### config.mk
export PLATFORM = sky130hd
export DESIGN_NAME = uart_status_framer
export DESIGN_NICKNAME = d
export VERILOG_FILES = /design/src/rtl/uart_frame_pkg.sv /design/src/rtl/hex_ascii_nib.sv /design/src/rtl/uart_status_framer.sv
export SDC_FILE = /design/constraint.sdc
export NUM_CORES = 1
export LEC_CHECK = 0
export ABC_AREA = 1
export CORE_MARGIN = 1
export CORE_UTILIZATION = 48
export CTS_CLUSTER_DIAMETER = 100
export DETAILED_ROUTE_END_ITERATION = 12
export PLACE_DENSITY_LB_ADDON = 0.15
export SYNTH_ARGS = -nofsm -noshare
export SYNTH_HDL_FRONTEND = slang
export SYNTH_SLANG_ARGS = --single-unit
### constraint.sdc
create_clock -name CLK_10MHZ -period 2.5 [get_ports CLK_10MHZ]
set_input_delay 0.5 -clock CLK_10MHZ [delete_from_list [all_inputs] [get_ports CLK_10MHZ]]
set_output_delay 0.5 -clock CLK_10MHZ [all_outputs]
set_load 0.01 [all_outputs]
### src/rtl/uart_frame_pkg.sv
// Shared constants for the UART status line framer: frame layout, slot indices,
// special characters, FSM state encoding and the frame snapshot record.
package uart_frame_pkg;

    localparam int FRAME_LEN = 18;

    localparam logic [7:0] CH_SP = 8'h20;
    localparam logic [7:0] CH_CR = 8'h0D;
    localparam logic [7:0] CH_LF = 8'h0A;

    // Slots not listed here carry a space
    localparam logic [4:0] SLOT_E1_HI  = 5'd1;
    localparam logic [4:0] SLOT_E1_MID = 5'd2;
    localparam logic [4:0] SLOT_E1_LO  = 5'd3;
    localparam logic [4:0] SLOT_E2_HI  = 5'd5;
    localparam logic [4:0] SLOT_E2_MID = 5'd6;
    localparam logic [4:0] SLOT_E2_LO  = 5'd7;
    localparam logic [4:0] SLOT_T_HI   = 5'd9;
    localparam logic [4:0] SLOT_T_LO   = 5'd10;
    localparam logic [4:0] SLOT_RX     = 5'd12;
    localparam logic [4:0] SLOT_B_HI   = 5'd14;
    localparam logic [4:0] SLOT_B_LO   = 5'd15;
    localparam logic [4:0] SLOT_CR     = 5'd16;
    localparam logic [4:0] SLOT_LF     = 5'd17;
    localparam logic [4:0] SLOT_LAST   = 5'(FRAME_LEN - 1);

    localparam logic [2:0] ST_IDLE      = 3'd0;
    localparam logic [2:0] ST_LOAD      = 3'd1;
    localparam logic [2:0] ST_SEND      = 3'd2;
    localparam logic [2:0] ST_WAIT_ACK  = 3'd3;
    localparam logic [2:0] ST_WAIT_DONE = 3'd4;

    typedef struct packed {
        logic [11:0] enc1;
        logic [11:0] enc2;
        logic [7:0]  temp;
        logic [7:0]  bill;
        logic [7:0]  rx;
    } snap_t;

endpackage

### src/rtl/hex_ascii_nib.sv
// Converts one 4-bit nibble into its uppercase hexadecimal ASCII character.
module hex_ascii_nib (
    input  logic [3:0] nib,
    output logic [7:0] ascii
);

    always_comb begin
        if (nib < 4'hA) begin
            ascii = {4'h0, nib} + 8'h30;
        end else begin
            ascii = {4'h0, nib} + 8'h37;
        end
    end

endmodule

### src/rtl/uart_status_framer.sv
// Periodic ASCII status line generator driving a byte-wide UART transmitter
// through a tx_start / tx_busy handshake; all fields are frozen at frame start.
module uart_status_framer #(
    parameter int AUTO_PERIOD = 100000,
    parameter int ACK_TIMEOUT = 16
) (
    input  logic        CLK_10MHZ,
    input  logic        rst_n,
    input  logic        frame_req,
    input  logic [11:0] enc1_pos,
    input  logic [11:0] enc2_pos,
    input  logic [7:0]  temperature,
    input  logic [7:0]  bill_accum,
    input  logic [7:0]  rx_data,
    input  logic        rx_data_ready,
    input  logic        tx_busy,
    output logic        tx_start,
    output logic [7:0]  tx_data,
    output logic        frame_active,
    output logic        frame_done
);

    import uart_frame_pkg::*;

    localparam int CNT_W = (AUTO_PERIOD > 1) ? $clog2(AUTO_PERIOD) : 1;
    localparam int ACK_W = (ACK_TIMEOUT > 1) ? $clog2(ACK_TIMEOUT) : 1;

    logic [2:0]       state;
    logic [4:0]       slot;
    logic [CNT_W-1:0] auto_cnt;
    logic [ACK_W-1:0] ack_cnt;
    logic             pending;
    logic             tick;
    logic             take;
    logic [7:0]       rx_latch;
    snap_t            shadow;
    logic [3:0]       nib;
    logic [7:0]       hex_byte;
    logic [7:0]       lit_byte;
    logic             use_hex;

    assign tick = (AUTO_PERIOD != 0) && (auto_cnt == CNT_W'(AUTO_PERIOD - 1));
    assign take = (state == ST_IDLE) && pending && !tx_busy;

    always_ff @(posedge CLK_10MHZ or negedge rst_n) begin
        if (!rst_n) begin
            auto_cnt <= '0;
        end else if (AUTO_PERIOD == 0 || tick) begin
            auto_cnt <= '0;
        end else begin
            auto_cnt <= auto_cnt + 1'b1;
        end
    end

    // A request landing in the same cycle the frame is taken survives for the next frame
    always_ff @(posedge CLK_10MHZ or negedge rst_n) begin
        if (!rst_n) begin
            pending  <= 1'b0;
            rx_latch <= CH_SP;
        end else begin
            pending <= (pending && !take) || tick || frame_req;
            if (rx_data_ready) begin
                rx_latch <= rx_data;
            end
        end
    end

    always_ff @(posedge CLK_10MHZ) begin
        if (state == ST_LOAD) begin
            shadow <= '{enc1: enc1_pos, enc2: enc2_pos, temp: temperature,
                        bill: bill_accum, rx: rx_latch};
        end
    end

    always_ff @(posedge CLK_10MHZ or negedge rst_n) begin
        if (!rst_n) begin
            state      <= ST_IDLE;
            slot       <= '0;
            ack_cnt    <= '0;
            frame_done <= 1'b0;
        end else begin
            frame_done <= 1'b0;
            case (state)
                ST_IDLE: begin
                    if (take) begin
                        state <= ST_LOAD;
                    end
                end
                ST_LOAD: begin
                    slot  <= '0;
                    state <= ST_SEND;
                end
                ST_SEND: begin
                    ack_cnt <= '0;
                    state   <= ST_WAIT_ACK;
                end
                ST_WAIT_ACK: begin
                    // A transmitter that never acknowledges must not stall the line
                    if (tx_busy || ack_cnt == ACK_W'(ACK_TIMEOUT - 1)) begin
                        state <= ST_WAIT_DONE;
                    end else begin
                        ack_cnt <= ack_cnt + 1'b1;
                    end
                end
                ST_WAIT_DONE: begin
                    if (!tx_busy) begin
                        if (slot == SLOT_LAST) begin
                            frame_done <= 1'b1;
                            state      <= ST_IDLE;
                        end else begin
                            slot  <= slot + 1'b1;
                            state <= ST_SEND;
                        end
                    end
                end
                default: state <= ST_IDLE;
            endcase
        end
    end

    always_comb begin
        nib      = 4'h0;
        use_hex  = 1'b0;
        lit_byte = CH_SP;
        case (slot)
            SLOT_E1_HI:  begin nib = shadow.enc1[11:8]; use_hex = 1'b1; end
            SLOT_E1_MID: begin nib = shadow.enc1[7:4];  use_hex = 1'b1; end
            SLOT_E1_LO:  begin nib = shadow.enc1[3:0];  use_hex = 1'b1; end
            SLOT_E2_HI:  begin nib = shadow.enc2[11:8]; use_hex = 1'b1; end
            SLOT_E2_MID: begin nib = shadow.enc2[7:4];  use_hex = 1'b1; end
            SLOT_E2_LO:  begin nib = shadow.enc2[3:0];  use_hex = 1'b1; end
            SLOT_T_HI:   begin nib = shadow.temp[7:4];  use_hex = 1'b1; end
            SLOT_T_LO:   begin nib = shadow.temp[3:0];  use_hex = 1'b1; end
            SLOT_B_HI:   begin nib = shadow.bill[7:4];  use_hex = 1'b1; end
            SLOT_B_LO:   begin nib = shadow.bill[3:0];  use_hex = 1'b1; end
            SLOT_RX:     lit_byte = shadow.rx;
            SLOT_CR:     lit_byte = CH_CR;
            SLOT_LF:     lit_byte = CH_LF;
            default:     lit_byte = CH_SP;
        endcase
    end

    hex_ascii_nib u_hex (
        .nib   (nib),
        .ascii (hex_byte)
    );

    // Byte stays on the bus through the whole handshake since slot only moves in WAIT_DONE
    assign tx_start     = (state == ST_SEND);
    assign frame_active = (state != ST_IDLE);
    assign tx_data      = (state == ST_IDLE || state == ST_LOAD) ? 8'h00
                        : (use_hex ? hex_byte : lit_byte);

endmodule

==> results of run 1 <==
==> per-stage QoR <==
step | instance area, sq um | power (mW) | setup WS, ps | util | instances
after floorplan | 4000 | 2.74 | 232 | - | 407
after global placement | 4950 | 3.22 | -425 | 0.628 | 598
after detailed placement | 4950 | 3.24 | -429 | 0.628 | 598
after CTS | 5380 | 4.39 | -252 | 0.682 | 625
after global routing | 5550 | 4.73 | -407 | 0.703 | 629
final | 5550 | 4.51 | -277 | 0.703 | 629
==> synth_stat cells, drive strengths merged (2+ instances only) <==
library cell	instances	area, sq um
xor2	5	43.8
nand4	7	43.8
nor2	54	228
nand3	37	190
a21oi	10	50.1
mux2	8	90.1
edfxtp	48	1440
nor3	11	60.1
nor4	2	12.5
o21ai	23	123
nand2	85	342
ha	7	87.6
inv	59	221
dfrtp	38	951
==> worst paths after layout <==
kind,slack (ps),to,start,cells past startpoint
min reg2reg,450,shadow[2],rx_latch[2],0
max in group asynchronous,1660,slot[1],rst_n,1
min,240,auto_cnt[8],rst_n,1
min in group CLK_10MHZ,450,shadow[2],rx_latch[2],0
max,-280,tx_data[1],slot[1],15
max reg2reg,630,slot[0],slot[2],11
==> flip-flops by register name, summed over array words and instances, names as in the netlist <==
name	flops
shadow	48
auto_cnt	17
rx_latch	8
slot	5
ack_cnt	4
state	3
frame_done	1
pending	1
==> cell families after synthesis <==
logic type / synth area share
and+or+nand+nor: 0.224
DFF: 0.605
buffers and inverters: 0.0563
AOI/OAI and AO/OA: 0.0545
muxes: 0.0250
adders and majority gates: 0.0219
xor gates and xnor gates: 0.0131
==> power groups by stage <==
stage	logic [mW]	clock network (mW)	registers, mW
after floorplan	0.669	0	2.07
after global placement	1.11	0	2.11
after detailed placement	1.13	0	2.11
after CTS	1.18	1.12	2.09
after global routing	1.44	1.16	2.13
final	1.32	1.09	2.10
==> area by class of cell <==
| type | count | area share |
|---|---|---|
| clock inverter | 5 | 0.0102 |
| clock buffer | 11 | 0.0314 |
| timing repair buffer | 104 | 0.164 |
| multi-input combinational | 261 | 0.293 |
| inverter | 59 | 0.0413 |
| tap | 102 | 0.0230 |
| sequential | 87 | 0.436 |
==> repair_timing <==
action | CTS | global route
pin swaps | 19 | 15
setup endpoints to repair | 8 | 9
cloned | 1 | 0
gates resized for setup | 75 | 37
buffers inserted | 10 | 4
==> routing by layer <==
metal	vias up	track usage	share of wire	routed length (um)
li1	1583	-	-	-
met1	1536	0.274	0.44	3950
met2	73	0.366	0.49	4420
met3	16	0.0520	0.041	372
met4	0	0.0833	0.024	218
met5	-	0	0	0
==> results.cfg, run 1 <==
[outcome]
outcome = finished, violations left
failing_checks = negative setup slack

[grt]
overflow = 0
first_global_vias = 3016
first_pass_grt_wire_length_um = 14400
pin_count_of_the_biggest_net_entering_global_routing = 40
number_of_antenna_violations_at_the_first_check_in_global_routing = 0
track_usage = 0.219

[power_and_ir_drop]
share_of_total_power_in_combinational_logic = 0.292
power.leakage_nw = 2.42
pwr-share-clk = 0.243
sequentialPowerShare = 0.466
ir_drop_mv = 0.484
areal_power_density_over_the_cells_nw_per_um2 = 812
cell_internal_power_mw = 3.03
power.share.switching = 0.327
switching_power_mw = 1.47

[cts]
clockRootBuffer = sky130_fd_sc_hd__clkbuf_8
clock_tree_from_tritoncts = yes
cts.clk_slew.worst_paths_ps = 90
cts.path.max_buffers = 2
postCtsHoldBufs = 0
insertion_delay_ps = 360
cts_max_level = 3
cts_inserted_buffers = 9
cts_num_sinks = 87

[logic_synthesis]
syn_nets = 467
synth.lib_cells_used.distinct = 35
synth-edff-count = 48
seq_area_frac_synth = 0.605
yosysWarningCount = 0
synth.ff_latch_count = 87
postSynth.asyncResetShare = 0.448
post_synth.cell_area_avg_sq_um = 9.82
synthCells = 407
synth.cell_area_sq_um = 4000
postSynth.topFlopCell = sky130_fd_sc_hd__edfxtp_1

[timing]
final_critical_period_ps = 2780
clock_skew_ps = 11.6
hold-worst-slack_ps = 242
timing.final.max_slew_violations = 0
relSlewSlack = 0.426
tightestPinTransition_ps = 861
layout_setup_ws_ps = -277
final_min_period_over_clock_period = 1.11
final_hold_viol_count = 0
timing.setup.tns_ps = -1610
setup_violations = 8
clock.fmax_mhz = 360
grt_setup_unrepaired = true

[worst_setup_path]
path_cells = buf_6 > ha_4 > inv_4 > nor2_4 > nand3_2 > nand2_1 > nor2_2 > nand2_1 > nor2_2 > nand2_4 > nand3_4 > buf_6 > nor2_4 > nor2_1 > buf_2
critical_path_buf_inv_count = 4
critPathLaunchType = register
worst_path_dominant_cell_family = simple AND/OR/NAND/NOR gates
timing.critical_path.slowest_stage_cell = sky130_fd_sc_hd__dfrtp_2
slowest_delay_ps = 460
path_max_fanout = 5
worstSetupPathType = reg -> out
timing.critical_path.to_type = output pin
worst_ep_arrival_time_ps = 2280
required_time_of_the_critical_path_ps = 2000

[cells_and_area]
multiInputGateArea_sq_um = 1630
final.fill_count = 581
final_common_cell = sky130_fd_sc_hd__nand2_1
seqCellArea_sq_um = 2420
fin_nets = 582
mostFrequentLayoutCells = sky130_fd_sc_hd__nand2_1 (71), sky130_fd_sc_hd__clkdlybuf4s50_1 (54), sky130_fd_sc_hd__inv_1 (51)
drive_above_1_share = 0.281
antennaDiodeCount = 0
syn_to_final_growth_pct = 38.7

[job]
timing.max_cap.violations = 0

[drt]
route.antenna.remaining_nets = 0
wl_per_cell_um = 14.3
dr.first_iter.drc_count = 81
vias = 3208
initial_drt_pass_iterations = 4
routed_wl_um = 8960
dr_drc_count = 0
viasPerCell = 5.10

[placement]
gp_congestion = 0.847
dp.final_hpwl_um = 6010
numPortBuffers = 63

[floorplanning]
total_die_area_sq_um = 8700
start_util = 0.507
dieWidth_um = 93.3
rows = 32
top_level_ports = 64
floorplan.core_area_sq_um = 7890
die_h_um = 93.3

[min_path]
timing.hold.worst.class = in -> async
Power figures use the tool's default switching activity.
==> inputs of run 2 (changes only) <==
- ABC_CLOCK_PERIOD_IN_PS: default -> 2500
- HOLD_SLACK_MARGIN: default -> 0.08
==> results of run 2 <==
No change in the layout: final DEF, timing and power equal those of run 1.
